===== config.mk =====
export PLATFORM = sky130hd
export DESIGN_NAME = sisc_ctrl
export DESIGN_NICKNAME = d
export VERILOG_FILES = /design/src/rtl/sisc_ctrl_pkg.sv /design/src/rtl/sisc_br_cond.sv /design/src/rtl/sisc_ctrl.sv
export SDC_FILE = /design/constraint.sdc
export NUM_CORES = 1
export LEC_CHECK = 0
export CORE_AREA = 2 2 39 41
export DETAILED_ROUTE_END_ITERATION = 8
export DIE_AREA = 0 0 41 43
export PLACE_DENSITY = 0.75
export SETUP_SLACK_MARGIN = 0.3
export SLEW_MARGIN = 20
export SYNTH_ARGS = -nofsm -noshare
export SYNTH_HDL_FRONTEND = slang
export SYNTH_HIERARCHICAL = 1
export SYNTH_SLANG_ARGS = --single-unit
export TNS_END_PERCENT = 50

===== constraint.sdc =====
create_clock -name clk -period 2.4 [get_ports clk]
set_input_delay 0.36 -clock clk [delete_from_list [all_inputs] [get_ports clk]]
set_output_delay 0.36 -clock clk [all_outputs]
set_load 0.005 [all_outputs]

===== src/rtl/sisc_ctrl_pkg.sv =====
// Shared encodings for the SISC control unit: FSM states, opcodes, ALU
// operation codes and status-register bit positions.
package sisc_ctrl_pkg;

    typedef enum logic [2:0] {
        S_START0    = 3'd0,
        S_START1    = 3'd1,
        S_FETCH     = 3'd2,
        S_DECODE    = 3'd3,
        S_EXECUTE   = 3'd4,
        S_MEM       = 3'd5,
        S_WRITEBACK = 3'd6,
        S_HALT      = 3'd7
    } state_t;

    localparam logic [3:0] OP_NOP = 4'b0000;
    localparam logic [3:0] OP_ALU = 4'b0001;
    localparam logic [3:0] OP_BRA = 4'b0010;
    localparam logic [3:0] OP_BRR = 4'b0011;
    localparam logic [3:0] OP_LOD = 4'b1000;
    localparam logic [3:0] OP_STR = 4'b1001;
    localparam logic [3:0] OP_HLT = 4'b1111;

    localparam logic [1:0] ALU_PASS  = 2'b00;
    localparam logic [1:0] ALU_ARITH = 2'b01;
    localparam logic [1:0] ALU_ADDR  = 2'b10;

    // Bit positions inside stat = {C,V,N,Z}
    localparam int STAT_Z = 0;
    localparam int STAT_N = 1;
    localparam int STAT_V = 2;
    localparam int STAT_C = 3;

    function automatic logic is_branch(input logic [3:0] op);
        return (op == OP_BRA) || (op == OP_BRR);
    endfunction

endpackage


===== src/rtl/sisc_br_cond.sv =====
// Branch condition evaluator: a branch is taken when any status bit selected
// by the mask is set. An all-zero mask therefore never branches.
module sisc_br_cond
    import sisc_ctrl_pkg::*;
(
    input  logic [3:0] mm,
    input  logic [3:0] stat,
    output logic       taken
);

    assign taken = (mm[STAT_C] & stat[STAT_C]) |
                   (mm[STAT_V] & stat[STAT_V]) |
                   (mm[STAT_N] & stat[STAT_N]) |
                   (mm[STAT_Z] & stat[STAT_Z]);

endmodule


===== src/rtl/sisc_ctrl.sv =====
// Multi-cycle SISC control FSM: START0/START1 warm-up, then a fixed
// FETCH-DECODE-EXECUTE-MEM-WRITEBACK loop, with an absorbing HALT state.
module sisc_ctrl
    import sisc_ctrl_pkg::*;
(
    input  logic       clk,
    input  logic       rst,
    input  logic [3:0] opcode,
    input  logic [3:0] mm,
    input  logic [3:0] stat,
    output logic       ir_load,
    output logic       pc_write,
    output logic       pc_sel,
    output logic       br_sel,
    output logic       rb_sel,
    output logic [1:0] alu_op,
    output logic       stat_en,
    output logic       dm_we,
    output logic       rf_we,
    output logic       wb_sel,
    output logic       halted
);

    state_t state;
    state_t state_nxt;
    logic   taken;

    sisc_br_cond u_br_cond (
        .mm    (mm),
        .stat  (stat),
        .taken (taken)
    );

    always_ff @(posedge clk) begin
        if (rst) begin
            state <= S_START0;
        end else begin
            state <= state_nxt;
        end
    end

    always_comb begin
        state_nxt = S_START0;
        case (state)
            S_START0:    state_nxt = S_START1;
            S_START1:    state_nxt = S_FETCH;
            S_FETCH:     state_nxt = S_DECODE;
            S_DECODE:    state_nxt = (opcode == OP_HLT) ? S_HALT : S_EXECUTE;
            S_EXECUTE:   state_nxt = S_MEM;
            S_MEM:       state_nxt = S_WRITEBACK;
            S_WRITEBACK: state_nxt = S_FETCH;
            S_HALT:      state_nxt = S_HALT;
            default:     state_nxt = S_START0;
        endcase
    end

    // Reset gates every strobe so an instruction interrupted by rst commits nothing.
    // opcode/mm are only consulted from DECODE onward, where IR is valid.
    always_comb begin
        ir_load  = 1'b0;
        pc_write = 1'b0;
        pc_sel   = 1'b0;
        br_sel   = 1'b0;
        rb_sel   = 1'b0;
        alu_op   = ALU_PASS;
        stat_en  = 1'b0;
        dm_we    = 1'b0;
        rf_we    = 1'b0;
        wb_sel   = 1'b0;
        halted   = 1'b0;
        if (!rst) begin
            case (state)
                S_FETCH: begin
                    ir_load  = 1'b1;
                    pc_write = 1'b1;
                end
                S_DECODE: begin
                    if (is_branch(opcode) && taken) begin
                        pc_write = 1'b1;
                        pc_sel   = 1'b1;
                        br_sel   = (opcode == OP_BRA);
                    end
                end
                S_EXECUTE: begin
                    case (opcode)
                        OP_ALU: begin
                            alu_op  = ALU_ARITH;
                            stat_en = 1'b1;
                        end
                        OP_LOD: alu_op = ALU_ADDR;
                        OP_STR: begin
                            alu_op = ALU_ADDR;
                            rb_sel = 1'b1;
                        end
                        default: ;
                    endcase
                end
                S_MEM: begin
                    if (opcode == OP_STR) begin
                        dm_we  = 1'b1;
                        rb_sel = 1'b1;
                    end
                end
                S_WRITEBACK: begin
                    case (opcode)
                        OP_ALU: rf_we = 1'b1;
                        OP_LOD: begin
                            rf_we  = 1'b1;
                            wb_sel = 1'b1;
                        end
                        default: ;
                    endcase
                end
                S_HALT:  halted = 1'b1;
                default: ;
            endcase
        end
    end

endmodule


# --- Word-level counts from Yosys, hierarchy flattened ---
# Index checks and enable logic that the tools add are counted.
# Widths: inputs -> output; s select.
op_classes:
  n_mux: 31
  bitwise_logic: 7
  n_eq_ne: 13
  reduce_logical: 7
ops:
  columns: ["op", "n"]
  rows:
  - ["$mux 1", 25]
  - ["$pmux 3 s7", 1]
  - ["$eq 3x3->1 const B", 4]
  - ["$eq 4x4->1 const B", 3]
  - ["$eq 4x2->1 const B", 2]
  - ["$reduce_or 2->1", 4]
  - ["$eq 3x2->1 const B", 2]
  - ["$mux 2", 3]
  - ["$and 1x1->1", 4]
  - ["$eq 4x1->1 const B", 1]
  - ["$pmux 2 s2", 1]
  - ["$eq 3x1->1 const B", 1]
  - ["$logic_not 3->1", 1]
  - ["$or 1x1->1", 3]
  - ["$pmux 1 s2", 1]
  - ["$logic_and 1x1->1", 1]
  - ["$logic_or 1x1->1", 1]
totals:
  out_inout_bits: 12
  input_bits: 14
  ff_bits: 3

# --- Logic depth before layout (Yosys ltp) ---
# Gate-level depths: netlist of the first run.
logic_depth:
  ltp_word: 8
  mapped_depth: 4
  depth_no_buf: 4

# --- Hierarchy ---
# Netlist of the first run, hierarchy kept.
by_module_without_submodules:
  columns: ["mod", "area_each_um2", "cells_each", "n_inst"]
  rows:
  - ["sisc_ctrl", 309.0, 40, 1]
  - ["sisc_br_cond", 18.8, 3, 1]

# --- Worst setup path after synthesis of the first run ---
# No wires, ideal clock.
synth_timing:
  path_type: "in2out"
  start: "input opcode[3]"
  end: "output alu_op[0]"
  required_time_ns: 2.040
  path_stages: 4
  arrival_ns: 1.258
  path_slack_ns: 0.782
  cell_sequence: "clkbuf_1 > or4bb_1 > nor2_1 > buf_4"
synth_between:
  elab_chain_cells: 5
  word_cells_on_any_way: 7
  cone_classes: "3 x eq/ne; 3 x mux; 1 x reduce/logical"
synth_rtl:
  columns: ["item", "line", "source"]
  rows:
  - ["start, declared", "sisc_ctrl.sv:8", "input logic [3:0] opcode,"]
  - ["$eq 4x4->1", "sisc_ctrl.sv:85", "case (opcode)"]
  - ["$reduce_or 2->1 (no line)", null, null]
  - ["$pmux 2 s2 (*)", "sisc_ctrl.sv:85", null]
  - ["$mux 2 (*)", "sisc_ctrl.sv:72", "case (state)"]
  - ["$mux 2 (*)", "sisc_ctrl.sv:71", "if (!rst) begin"]
  - ["end, declared", "sisc_ctrl.sv:16", "output logic [1:0] alu_op,"]
# Every way passes the cells marked *; elsewhere a longest branch is shown, timed or not.

# --- Final worst setup path of the first run ---
layout_timing:
  start: "input mm[1]"
  end: "output pc_write"
layout_between:
  elab_chain_cells: 7
layout_rtl:
  columns: ["item", "line", "source"]
  rows:
  - ["start, declared", "sisc_ctrl.sv:9", "input logic [3:0] mm,"]
  - ["$and 1x1->1", "sisc_br_cond.sv:13", "(mm[STAT_N] & stat[STAT_N]) |"]
  - ["$or 1x1->1", "sisc_br_cond.sv:12", "(mm[STAT_V] & stat[STAT_V]) |"]
  - ["$or 1x1->1", "sisc_br_cond.sv:13", null]
  - ["via taken", "sisc_ctrl.sv:26", "logic taken;"]
  - ["$logic_and 1x1->1", "sisc_ctrl.sv:78", "if (is_branch(opcode) && taken) begin"]
  - ["$mux 1", "sisc_ctrl.sv:78", null]
  - ["$pmux 1 s2", "sisc_ctrl.sv:72", null]
  - ["$mux 1", "sisc_ctrl.sv:71", null]
  - ["end, declared", "sisc_ctrl.sv:12", "output logic pc_write,"]
# The timed path passes the listed nets, and every way through them passes these cells.

==> insert_results.sql, run 1 <==
INSERT INTO impl_metrics (metric_group, metric, value, unit) VALUES
('routing', 'routedLengthMet1', '456', 'um'),
('die', 'fp.coreArea', '1384', 'sq um'),
('worst_setup_path', 'cp-end-kind', 'primary output', ''),
('worst_setup_path', 'r2r_slack', '1230', 'ps'),
('routing', 'detailedRoute.firstIterationViolations', '3', ''),
('die', 'die_w', '41', 'um'),
('timing', 'fin_crit_sh', '0.8829', ''),
('global_routing', 'antenna_found_initial', '0', ''),
('worst_setup_path', 'worstSetupPathType', 'in -> out', ''),
('die', 'initial_core_util', '0.2369', ''),
('clock_network', 'cts_inserted_buffers', '3', ''),
('yosys', 'yosysTopAreaCellShare', '0.1832', ''),
('clock_network', 'h_tree_depth_reported_by_cts', '1', ''),
('timing', 'final.min_clock_period', '2119', 'ps'),
('timing', 'grt_setup_unrepaired', 'yes', ''),
('hold_path', 'worstHoldPathCells', '1', ''),
('hold_path', 'hold_end', 'state[1]', ''),
('die', 'dieHeight', '43', 'um'),
('yosys', 'synth_area_per_cell', '7.624', 'sq um'),
('routing', 'routed_wl', '1.019', 'mm'),
('clock_network', 'cts-root-to-sink-buffers', '2', ''),
('worst_setup_path', 'crit_slowest_cell', 'sky130_fd_sc_hd__clkdlybuf4s50_1', ''),
('worst_setup_path', 'r2r-end', 'state[0]', ''),
('timing', 'max_freq', '0.4719', 'GHz'),
('timing', 'report.final.hold_viol_count', '0', ''),
('finish', 'fin_util', '0.5054', ''),
('finish', 'final_design_area_no_fill', '699.4', 'sq um'),
('clock_network', 'cts_tree', 'done', ''),
('die', 'placementRows', '14', ''),
('placed_design', 'post_dp_cell_area', '611.8', 'sq um'),
('clock_network', 'numClockSinks', '3', ''),
('flow_run', 'drv_cap', '0', ''),
('timing', 'report.final.slew_viol_count', '0', ''),
('yosys', 'synth.top_cells.by_area', 'sky130_fd_sc_hd__dfxtp_1 18%, sky130_fd_sc_hd__nor2_1 6.9%, sky130_fd_sc_hd__nor3_1 4.6%, sky130_fd_sc_hd__a2111oi_2 4.6%, sky130_fd_sc_hd__a22oi_1 4.6%', ''),
('finish', 'antennaDiodeCount', '0', ''),
('yosys', 'ys_seq_elements', '3', ''),
('routing', 'route.detailed.wl_per_inst', '11.08', 'um'),
('worst_setup_path', 'cpPeakStageDelay', '450', 'ps'),
('worst_setup_path', 'worstReg2RegStart', 'state[0]', ''),
('clock_network', 'clk_pin_slew_worst_paths', '30', 'ps'),
('global_routing', 'grt_max_degree', '13', ''),
('finish', 'drive_gt1_frac', '0.3421', ''),
('timing', 'worst_hold_slack_across_all_endpoints', '524.8', 'ps'),
('pwr', 'power.density_cell_area', '344.3', 'nW/um^2'),
('worst_setup_path', 'crit_path_max_fanout', '3', ''),
('yosys', 'synth.yosys.seq_area_share', '0.1832', ''),
('global_routing', 'globalRouteTotalUtil', '0.1284', ''),
('worst_setup_path', 'worst-r2r-cell-count', '2', ''),
('die', 'boundaryPins', '26', ''),
('routing', 'dr_wl_met2', '507', 'um'),
('routing', 'dr_total_vias', '452', ''),
('placed_design', 'placement.io_buffers', '25', ''),
('yosys', 'synthesis.area', '327.8', 'sq um'),
('timing', 'fin_skew', '1.376', 'ps'),
('yosys', 'synth_top_cell_by_area', 'sky130_fd_sc_hd__dfxtp_1', ''),
('worst_setup_path', 'arrival_time_of_the_worst_setup_path', '1760', 'ps'),
('finish', 'final_nets', '91', ''),
('finish', 'syn_to_final_growth', '113.4', '%'),
('yosys', 'synth_cells', '43', ''),
('worst_setup_path', 'crit_path_cell_trace', 'clkdlybuf4s50_1 -> a22oi_1 -> nand2_1 -> nand4bb_1 -> buf_4 -> a211oi_2 -> dlygate4sd2_1', ''),
('placed_design', 'place_congestion', '0.7498', ''),
('timing', 'slew-limit-headroom', '0.7553', ''),
('hold_path', 'hold_path_startpoint', 'state[1]', ''),
('routing', 'wl_met3', '55', 'um'),
('global_routing', 'grt_first_pass_wirelength', '1.676', 'mm'),
('timing', 'setup_viol', '0', ''),
('outcome', 'run_status', 'complete, no violations', ''),
('worst_setup_path', 'required', '2040', 'ps'),
('routing', 'ant_nets', '0', ''),
('placed_design', 'dpl.hpwl', '707.1', 'um'),
('pwr', 'leakagePower', '0.3231', 'nW');
report_power, final:
group	total (mW)	switching, mW	internal [mW]	leakage [nW]
registers	0.0743	0.0168	0.0575	0.0251
clock network	0.0840	0.0220	0.0620	0.0150
logic	0.0825	0.0308	0.0517	0.283
total	0.241	0.0697	0.171	0.323
cell type report:
cell class                 instances  area (sq um)
timing repair buffer              34         309.0
clock buffer                       4         26.28
sequential                         3         61.31
multi-input combinational         35         282.8
tap                               16         20.02
fill                             141         684.4
logic make-up after synthesis:
family	after synthesis	share of synthesized area
multiplexers	1	0.03054
buffers and inverters	5	0.07251
AND/OR/NAND/NOR	28	0.5458
flip-flops	3	0.1832
AO/OA/AOI/OAI	5	0.1412
XOR/XNOR	1	0.02672
metal layers:
layer | global-route usage | vias to the layer above
met3 | 0.01571 | 0
met5 | 0 | -
met1 | 0.1955 | 211
li1 | - | 225
met4 | 0.02000 | 0
met2 | 0.1906 | 16
critical path, delay by kind of cell:
kind            cells  cell delay, ps
compound gates      2             250
buf+inv             3             890
simple gates        2             250
layout by cell type (no fill, tap or decap), drive strengths merged, types with 2 or more instances in the layout:
cell / Yosys / layout
nand2: 3 / 3
clkdlybuf4s50: 0 / 12
dlymetal6s2s: 0 / 3
a22oi: 2 / 2
nor2: 6 / 6
nand3b: 2 / 2
dlygate4sd2: 0 / 9
buf: 1 / 9
clkbuf: 4 / 5
nor3: 4 / 4
dfxtp: 3 / 3
synth_stat cells:
library cell,instances
sky130_fd_sc_hd__dfxtp_1,3
sky130_fd_sc_hd__nor4_1,1
sky130_fd_sc_hd__a311oi_1,1
sky130_fd_sc_hd__mux2i_1,1
sky130_fd_sc_hd__and2b_2,1
sky130_fd_sc_hd__nand4bb_1,1
sky130_fd_sc_hd__nand2b_1,1
sky130_fd_sc_hd__nand3b_1,2
sky130_fd_sc_hd__nor4b_1,1
sky130_fd_sc_hd__a211oi_1,1
sky130_fd_sc_hd__nor2_1,6
sky130_fd_sc_hd__nor3_2,1
sky130_fd_sc_hd__a22oi_1,2
sky130_fd_sc_hd__or3_1,1
sky130_fd_sc_hd__buf_4,1
sky130_fd_sc_hd__nand2_1,3
sky130_fd_sc_hd__clkbuf_2,1
sky130_fd_sc_hd__nor2b_1,1
sky130_fd_sc_hd__nand4_1,1
sky130_fd_sc_hd__nor3_1,3
sky130_fd_sc_hd__or4_4,1
sky130_fd_sc_hd__and3b_2,1
sky130_fd_sc_hd__clkbuf_1,3
sky130_fd_sc_hd__nand3_1,1
sky130_fd_sc_hd__a2111oi_2,1
sky130_fd_sc_hd__xnor2_1,1
sky130_fd_sc_hd__or4bb_1,1
sky130_fd_sc_hd__or2b_1,1
metrics by stage:
stage               TNS, ps  power (mW)  std cells  worst slack, ps
floorplan                 0      0.1085         43            781.7
global placement     -36.89      0.1476         84           -15.57
detailed placement   -86.47      0.1504         84           -34.35
CTS                       0      0.2414         90            132.3
global route              0      0.2589         92            143.8
finish                    0      0.2408         92            281.0
repair_timing:
item,4_1_cts,5_1_grt
resized for setup,18,6
hold buffers,0,0
pin swaps,5,3
buffers inserted,2,2
setup endpoints to repair,12,9
worst max-delay path by stage:
stage              start         to  slack [ps]  cells past startpoint
3_3_place_gp         rst     wb_sel         -20                      4
2_1_floorplan  opcode[3]  alu_op[0]         780                      4
5_1_grt            mm[1]   pc_write         140                      7
3_5_place_dp         rst     wb_sel         -30                      4
4_1_cts            mm[0]     pc_sel         130                      6
6_report           mm[1]   pc_write         280                      7
No activity file was read; power rests on OpenSTA's default activity.
==> run 2: changes to the inputs <==
Settings changed: PLACE_DENSITY 0.75 to default, SLEW_MARGIN 20 to default.
==> run 2 against run 1 <==
  * Critical path depth decreased by 1
  * Global-route usage decreased by 0.90 points
  * Register-to-register slack improved by 30 ps
  * Worst hold slack got worse by 2.7 ps
  * First-iteration DRC count increased by 33%
  * Clock skew decreased by 0.58 ps
  * Critical path type unchanged
  * Critical endpoint is now pc_sel
  * Largest cell class unchanged
==> insert_results.sql, run 2 (synthesis results as in run 1) <==
INSERT INTO impl_metrics (metric_group, metric, value, unit) VALUES
('placed_design', 'place_congestion', '0.6634', ''),
('global_routing', 'antenna_found_initial', '0', ''),
('flow_run', 'drv_cap', '0', ''),
('finish', 'final_cell_mix', '14 x sky130_fd_sc_hd__clkdlybuf4s50_1, 8 x sky130_fd_sc_hd__dlygate4sd2_1, 5 x sky130_fd_sc_hd__nor2_1, 4 x sky130_fd_sc_hd__buf_4', ''),
('routing', 'drt_drc_violations_left', '0', ''),
('placed_design', 'placement.io_buffers', '25', ''),
('clock_network', 'clk_tree_root_cell', 'sky130_fd_sc_hd__clkbuf_4', ''),
('worst_setup_path', 'crit_path_max_fanout', '3', ''),
('routing', 'ant_nets', '0', ''),
('die', 'die_area', '1763', 'sq um'),
('die', 'initial_core_util', '0.2369', ''),
('worst_setup_path', 'arrival_time_of_the_worst_setup_path', '1880', 'ps'),
('timing', 'slew-limit-headroom', '0.7505', ''),
('timing', 'grt_setup_unrepaired', 'yes', ''),
('timing', 'max_freq', '0.4464', 'GHz'),
('placed_design', 'post_dp_cell_area', '596.8', 'sq um'),
('worst_setup_path', 'start_kind', 'input port', ''),
('routing', 'drt-pass1-iter-count', '2', ''),
('timing', 'report.final.hold_viol_count', '0', ''),
('worst_setup_path', 'worstReg2RegStart', 'state[0]', ''),
('global_routing', 'first_global_vias', '373', ''),
('finish', 'n_fill_cell', '149', ''),
('worst_setup_path', 'timing.critical_path.from', 'mm[1]', ''),
('finish', 'layout.area.seq', '61.31', 'sq um'),
('outcome', 'run_status', 'complete, no violations', ''),
('clock_network', 'numClockSinks', '3', ''),
('timing', 'setup_viol', '0', ''),
('die', 'die_w', '41', 'um'),
('clock_network', 'cts_inserted_buffers', '3', ''),
('routing', 'route.detailed.wl_per_inst', '10.63', 'um'),
('timing', 'report.final.slew_viol_count', '0', ''),
('worst_setup_path', 'r2r-end', 'state[0]', ''),
('worst_setup_path', 'worstSetupPathType', 'in -> out', ''),
('clock_network', 'clk_pin_slew_worst_paths', '30', 'ps'),
('finish', 'syn_to_final_growth', '100.0', '%'),
('worst_setup_path', 'cpPeakStageDelay', '530', 'ps'),
('routing', 'dr_total_vias', '411', ''),
('worst_setup_path', 'path_common_cell', 'sky130_fd_sc_hd__clkdlybuf4s50_1', ''),
('finish', 'final_nets', '86', ''),
('routing', 'detailedRoute.firstIterationViolations', '4', ''),
('global_routing', 'grt_overflow_total', '0', ''),
('worst_setup_path', 'crit_path_cell_trace', 'clkdlybuf4s50_1 -> a22oi_1 -> nand2_1 -> nand4bb_1 -> nor3_1 -> clkdlybuf4s50_1', ''),
('timing', 'final.min_clock_period', '2240', 'ps'),
('timing', 'worst_pin_slew', '373.7', 'ps'),
('worst_setup_path', 'cpLargestDelayFamily', 'buffers and inverters', ''),
('worst_setup_path', 'cp.buffers_inverters', '2', ''),
('finish', 'drive_gt1_frac', '0.2535', ''),
('timing', 'worst_hold_slack_across_all_endpoints', '522.1', 'ps'),
('clock_network', 'cts_tree', 'done', ''),
('finish', 'antennaDiodeCount', '0', ''),
('hold_path', 'hold_path_class', 'in -> reg', ''),
('global_routing', 'grt_max_degree', '13', ''),
('hold_path', 'worstHoldPathCells', '2', ''),
('global_routing', 'grt_first_pass_wirelength', '1.497', 'mm'),
('routing', 'viasPerCell', '4.724', ''),
('worst_setup_path', 'required', '2040', 'ps'),
('pwr', 'power', '0.2338', 'mW'),
('worst_setup_path', 'worst-r2r-cell-count', '2', ''),
('placed_design', 'dpl.hpwl', '717.5', 'um'),
('die', 'boundaryPins', '26', ''),
('timing', 'fin_crit_sh', '0.9334', ''),
('pwr', 'leakagePower', '0.2792', 'nW'),
('die', 'placementRows', '14', ''),
('finish', 'final_design_area_no_fill', '655.6', 'sq um'),
('hold_path', 'hold_path_startpoint', 'rst', ''),
('finish', 'multi_input_area', '272.8', 'sq um'),
('worst_setup_path', 'crit_slowest_cell', 'sky130_fd_sc_hd__clkdlybuf4s50_1', ''),
('hold_path', 'hold_end', 'state[0]', ''),
('die', 'dieHeight', '43', 'um'),
('timing', 'fin_skew', '0.7916', 'ps'),
('worst_setup_path', 'r2r_slack', '1260', 'ps'),
('clock_network', 'cts-root-to-sink-buffers', '2', ''),
('finish', 'fin_util', '0.4738', ''),
('routing', 'routed_wl', '925', 'um'),
('worst_setup_path', 'cp-end-kind', 'primary output', ''),
('pwr', 'worst_ir_drop_vdd', '0.0003559', 'V'),
('clock_network', 'clock_latency_late_sink', '220', 'ps'),
('die', 'fp.coreArea', '1384', 'sq um'),
('finish', 'final_common_cell', 'sky130_fd_sc_hd__clkdlybuf4s50_1', ''),
('clock_network', 'h_tree_depth_reported_by_cts', '1', ''),
('pwr', 'power.density_cell_area', '356.6', 'nW/um^2'),
('global_routing', 'globalRouteTotalUtil', '0.1194', '');
[run 2: changes by cell type in the layout (fill, tap and decap cells not counted), sizes merged]
cell / delta
clkdlybuf4s15: +1
dlymetal6s2s: -1
buf: -5
clkbuf: -1
dlygate4sd2: -1
clkdlybuf4s50: +2
[run 2: metal layers]
metal	track usage	wire (um)	up-vias
li1	-	-	214
met1	0.1571	434	183
met2	0.1781	407	14
met3	0.03665	82	0
met4	0.04000	0	0
met5	0	0	-
[run 2: report_power, final]
group	switching [mW]	internal (mW)	total, mW
combinational	0.0272	0.0485	0.0757
clock	0.0223	0.0620	0.0843
sequential	0.0164	0.0575	0.0738
total	0.0658	0.168	0.234
[run 2: area by class of cell]
| class | instances | area share |
|---|---|---|
| repair buffers | 29 | 0.4198 |
| multi-input cells | 35 | 0.4160 |
| flip-flops and latches | 3 | 0.09351 |
| clock buffers | 4 | 0.04008 |
| well taps | 16 | 0.03053 |
[run 2: per-stage QoR]
stage	cells	setup TNS, ps	worst slack (ps)
6_report	87	0	159.8
5_1_grt	87	0	0.8555
4_1_cts	87	0	90.97
3_5_place_dp	82	-292.2	-99.68
3_3_place_gp	82	-219.2	-92.92
2_1_floorplan	43	0	781.7
[run 2: repair_timing]
item,CTS,global route
hold buffers,0,0
gates cloned,0,0
pin swaps,1,2
buffers inserted,1,0
resized for setup,15,4
endpoints found under the setup margin,12,8
[run 2: how the worst max path moves through the flow]
stage | to | slack (ps) | depth (start not counted)
after floorplan | alu_op[0] | 780 | 4
after global placement | wb_sel | -90 | 4
after detailed placement | wb_sel | -100 | 4
after CTS | br_sel | 90 | 6
after global routing | pc_sel | 0.9 | 6
final | pc_sel | 160 | 6
==> run 3: changes to the inputs <==
Settings changed: SETUP_SLACK_MARGIN 0.3 to default.
==> run 3 against run 2 <==
  * Worst hold slack improved by 19 ps
  * Combinational power decreased by 2%
  * Clock skew stayed put
  * Final cell count did not move
  * Total power shrank 1.3%
  * Utilization shrank 0.81 points
  * Die area unchanged
  * Maximum frequency shrank 3.0%
  * Clock power about the same
  * Final area decreased by 1.7%
  * Critical path depth shrank 2
  * Critical endpoint is now alu_op[0]
==> insert_results.sql, run 3 (synthesis results as in run 1) <==
INSERT INTO impl_metrics (metric_group, metric, value, unit) VALUES
('global_routing', 'busiest_metal_layer_after_global_routing', 'met2', ''),
('timing', 'setup_viol', '0', ''),
('clock_network', 'numClockSinks', '3', ''),
('finish', 'drive_gt1_frac', '0.1972', ''),
('clock_network', 'cts-root-to-sink-buffers', '2', ''),
('worst_setup_path', 'cpPeakStageDelay', '500', 'ps'),
('die', 'boundaryPins', '26', ''),
('worst_setup_path', 'worst-r2r-cell-count', '2', ''),
('finish', 'final_cell_mix', '20 x sky130_fd_sc_hd__clkdlybuf4s50_1, 5 x sky130_fd_sc_hd__nor2_1, 4 x sky130_fd_sc_hd__buf_4', ''),
('worst_setup_path', 'r2r-end', 'state[0]', ''),
('finish', 'syn_to_final_growth', '96.57', '%'),
('pwr', 'power.density_cell_area', '358.0', 'nW/um^2'),
('worst_setup_path', 'cp.buffers_inverters', '2', ''),
('finish', 'n_fill_cell', '150', ''),
('outcome', 'run_status', 'complete, no violations', ''),
('routing', 'viasPerCell', '4.655', ''),
('hold_path', 'worstHoldPathCells', '3', ''),
('worst_setup_path', 'r2r_slack', '1280', 'ps'),
('global_routing', 'first_global_vias', '370', ''),
('global_routing', 'global_route.usage.met1', '0.1603', ''),
('global_routing', 'antenna_found_initial', '0', ''),
('die', 'placementRows', '14', ''),
('timing', 'max_freq', '0.4331', 'GHz'),
('pwr', 'worst_ir_drop_vdd', '0.0003626', 'V'),
('flow_run', 'drv_cap', '0', ''),
('die', 'die_area', '1763', 'sq um'),
('global_routing', 'grt_first_pass_wirelength', '1.504', 'mm'),
('routing', 'ant_nets', '0', ''),
('timing', 'grt_setup_unrepaired', 'yes', ''),
('clock_network', 'clk_pin_slew_worst_paths', '30', 'ps'),
('timing', 'post-route-worst-setup-slack', '90.88', 'ps'),
('pwr', 'leakagePower', '0.2517', 'nW'),
('finish', 'antennaDiodeCount', '0', ''),
('worst_setup_path', 'arrival_time_of_the_worst_setup_path', '1950', 'ps'),
('finish', 'layout.area.seq', '60.06', 'sq um'),
('timing', 'final.min_clock_period', '2309', 'ps'),
('global_routing', 'gr-usage-met2', '0.1750', ''),
('routing', 'drt_drc_violations_left', '0', ''),
('global_routing', 'grt_overflow_total', '0', ''),
('global_routing', 'globalRouteTotalUtil', '0.1194', ''),
('placed_design', 'dp_worst_setup_slack', '-99.68', 'ps'),
('die', 'fp.coreArea', '1384', 'sq um'),
('worst_setup_path', 'required', '2040', 'ps'),
('timing', 'slew-limit-headroom', '0.7809', ''),
('global_routing', 'grt_use_met3', '0.03665', ''),
('routing', 'route.detailed.wl_per_inst', '10.13', 'um'),
('placed_design', 'place_congestion', '0.6634', ''),
('finish', 'final_nets', '86', ''),
('worst_setup_path', 'crit_slowest_cell', 'sky130_fd_sc_hd__or4bb_1', ''),
('placed_design', 'dpl.hpwl', '717.5', 'um'),
('timing', 'fin_skew', '0.7916', 'ps'),
('worst_setup_path', 'crit_path_cell_trace', 'clkdlybuf4s50_1 -> or4bb_1 -> nor2_2 -> clkdlybuf4s50_1', ''),
('timing', 'report.final.slew_viol_count', '0', ''),
('clock_network', 'clock_latency_late_sink', '220', 'ps'),
('routing', 'dr_total_vias', '405', ''),
('die', 'dieHeight', '43', 'um'),
('routing', 'routed_wl', '881', 'um'),
('worst_setup_path', 'crit_path_max_fanout', '2', ''),
('timing', 'fin_crit_sh', '0.9621', ''),
('worst_setup_path', 'cpLargestDelayFamily', 'buffers and inverters', ''),
('placed_design', 'post_dp_cell_area', '596.8', 'sq um'),
('clock_network', 'cts_inserted_buffers', '3', ''),
('hold_path', 'hold_end', 'state[0]', ''),
('worst_setup_path', 'cp-end-kind', 'primary output', ''),
('timing', 'worst_pin_slew', '328.3', 'ps'),
('global_routing', 'grt_max_degree', '13', ''),
('die', 'initial_core_util', '0.2369', ''),
('hold_path', 'hold_path_class', 'in -> reg', ''),
('placed_design', 'placement.io_buffers', '25', ''),
('routing', 'detailedRoute.firstIterationViolations', '4', ''),
('worst_setup_path', 'worstSetupPathType', 'in -> out', ''),
('hold_path', 'hold_path_startpoint', 'opcode[2]', ''),
('worst_setup_path', 'start_kind', 'input port', ''),
('finish', 'final_design_area_no_fill', '644.4', 'sq um'),
('clock_network', 'cts_tree', 'done', ''),
('worst_setup_path', 'worstReg2RegStart', 'state[0]', ''),
('die', 'die_w', '41', 'um'),
('clock_network', 'h_tree_depth_reported_by_cts', '1', ''),
('finish', 'multi_input_area', '252.7', 'sq um'),
('worst_setup_path', 'path_common_cell', 'sky130_fd_sc_hd__clkdlybuf4s50_1', ''),
('timing', 'report.final.hold_viol_count', '0', ''),
('finish', 'final_common_cell', 'sky130_fd_sc_hd__clkdlybuf4s50_1', ''),
('routing', 'drt-pass1-iter-count', '4', ''),
('clock_network', 'clk_tree_root_cell', 'sky130_fd_sc_hd__clkbuf_4', '');
-- run 3: changes by cell type in the layout (fill, tap and decap cells not counted), sizes merged --
| cell | change |
|---|---|
| dlymetal6s2s | +1 |
| clkdlybuf4s15 | -1 |
| clkdlybuf4s50 | +6 |
| dlygate4sd2 | -6 |
-- run 3: through the flow --
| step | utilization | hold WS [ps] | instances | TNS [ps] | power (mW) |
|---|---|---|---|---|---|
| after detailed placement | 0.4313 | 586.3 | 82 | -292.2 | 0.1472 |
| after global routing | 0.4656 | 571.8 | 87 | -15.20 | 0.2487 |
| after CTS | 0.4548 | 548.7 | 86 | 0 | 0.2349 |
| after floorplan | - | 428.9 | 43 | 0 | 0.1085 |
| final | 0.4656 | 541.3 | 87 | 0 | 0.2307 |
| after global placement | 0.4313 | 578.8 | 82 | -219.2 | 0.1475 |
-- run 3: layer usage --
layer	vias to the layer above	part of all wire
met5	-	0
met4	0	0
met3	0	0.11
met2	14	0.45
met1	177	0.44
li1	214	-
-- run 3: worst max path at each step --
stage | start | end | cells past startpoint
2_1_floorplan | opcode[3] | alu_op[0] | 4
3_3_place_gp | rst | wb_sel | 4
3_5_place_dp | rst | wb_sel | 4
4_1_cts | opcode[1] | alu_op[0] | 4
5_1_grt | stat[1] | br_sel | 6
6_report | opcode[0] | alu_op[0] | 4
-- run 3: area by class of cell --
type,count,share of cell area
sequential,3,0.09320
timing repair buffer,29,0.4427
clock buffer,4,0.04078
tap,16,0.03107
multi-input combinational,35,0.3922
-- run 3: worst reg2reg max path: stages, from the launching register on --
cell and delay (ps):
sky130_fd_sc_hd__dfxtp_1 500, sky130_fd_sc_hd__and3b_2 260, sky130_fd_sc_hd__a2111oi_2 260
-- run 3: what timing repair did --
item                       in CTS  in global routing
pin swaps                       1                  2
cloned                          0                  0
setup endpoints to repair       5                  7
hold buffers                    0                  0
gates resized for setup         4                  3
setup buffers                   0                  1
-- run 3: where the power goes --
group          switching, mW  internal (mW)  total, mW  leakage [nW]
sequential            0.0154         0.0569     0.0723        0.0248
clock                 0.0223         0.0620     0.0843        0.0150
combinational         0.0251         0.0490     0.0741         0.212
total                 0.0628          0.168      0.231         0.252
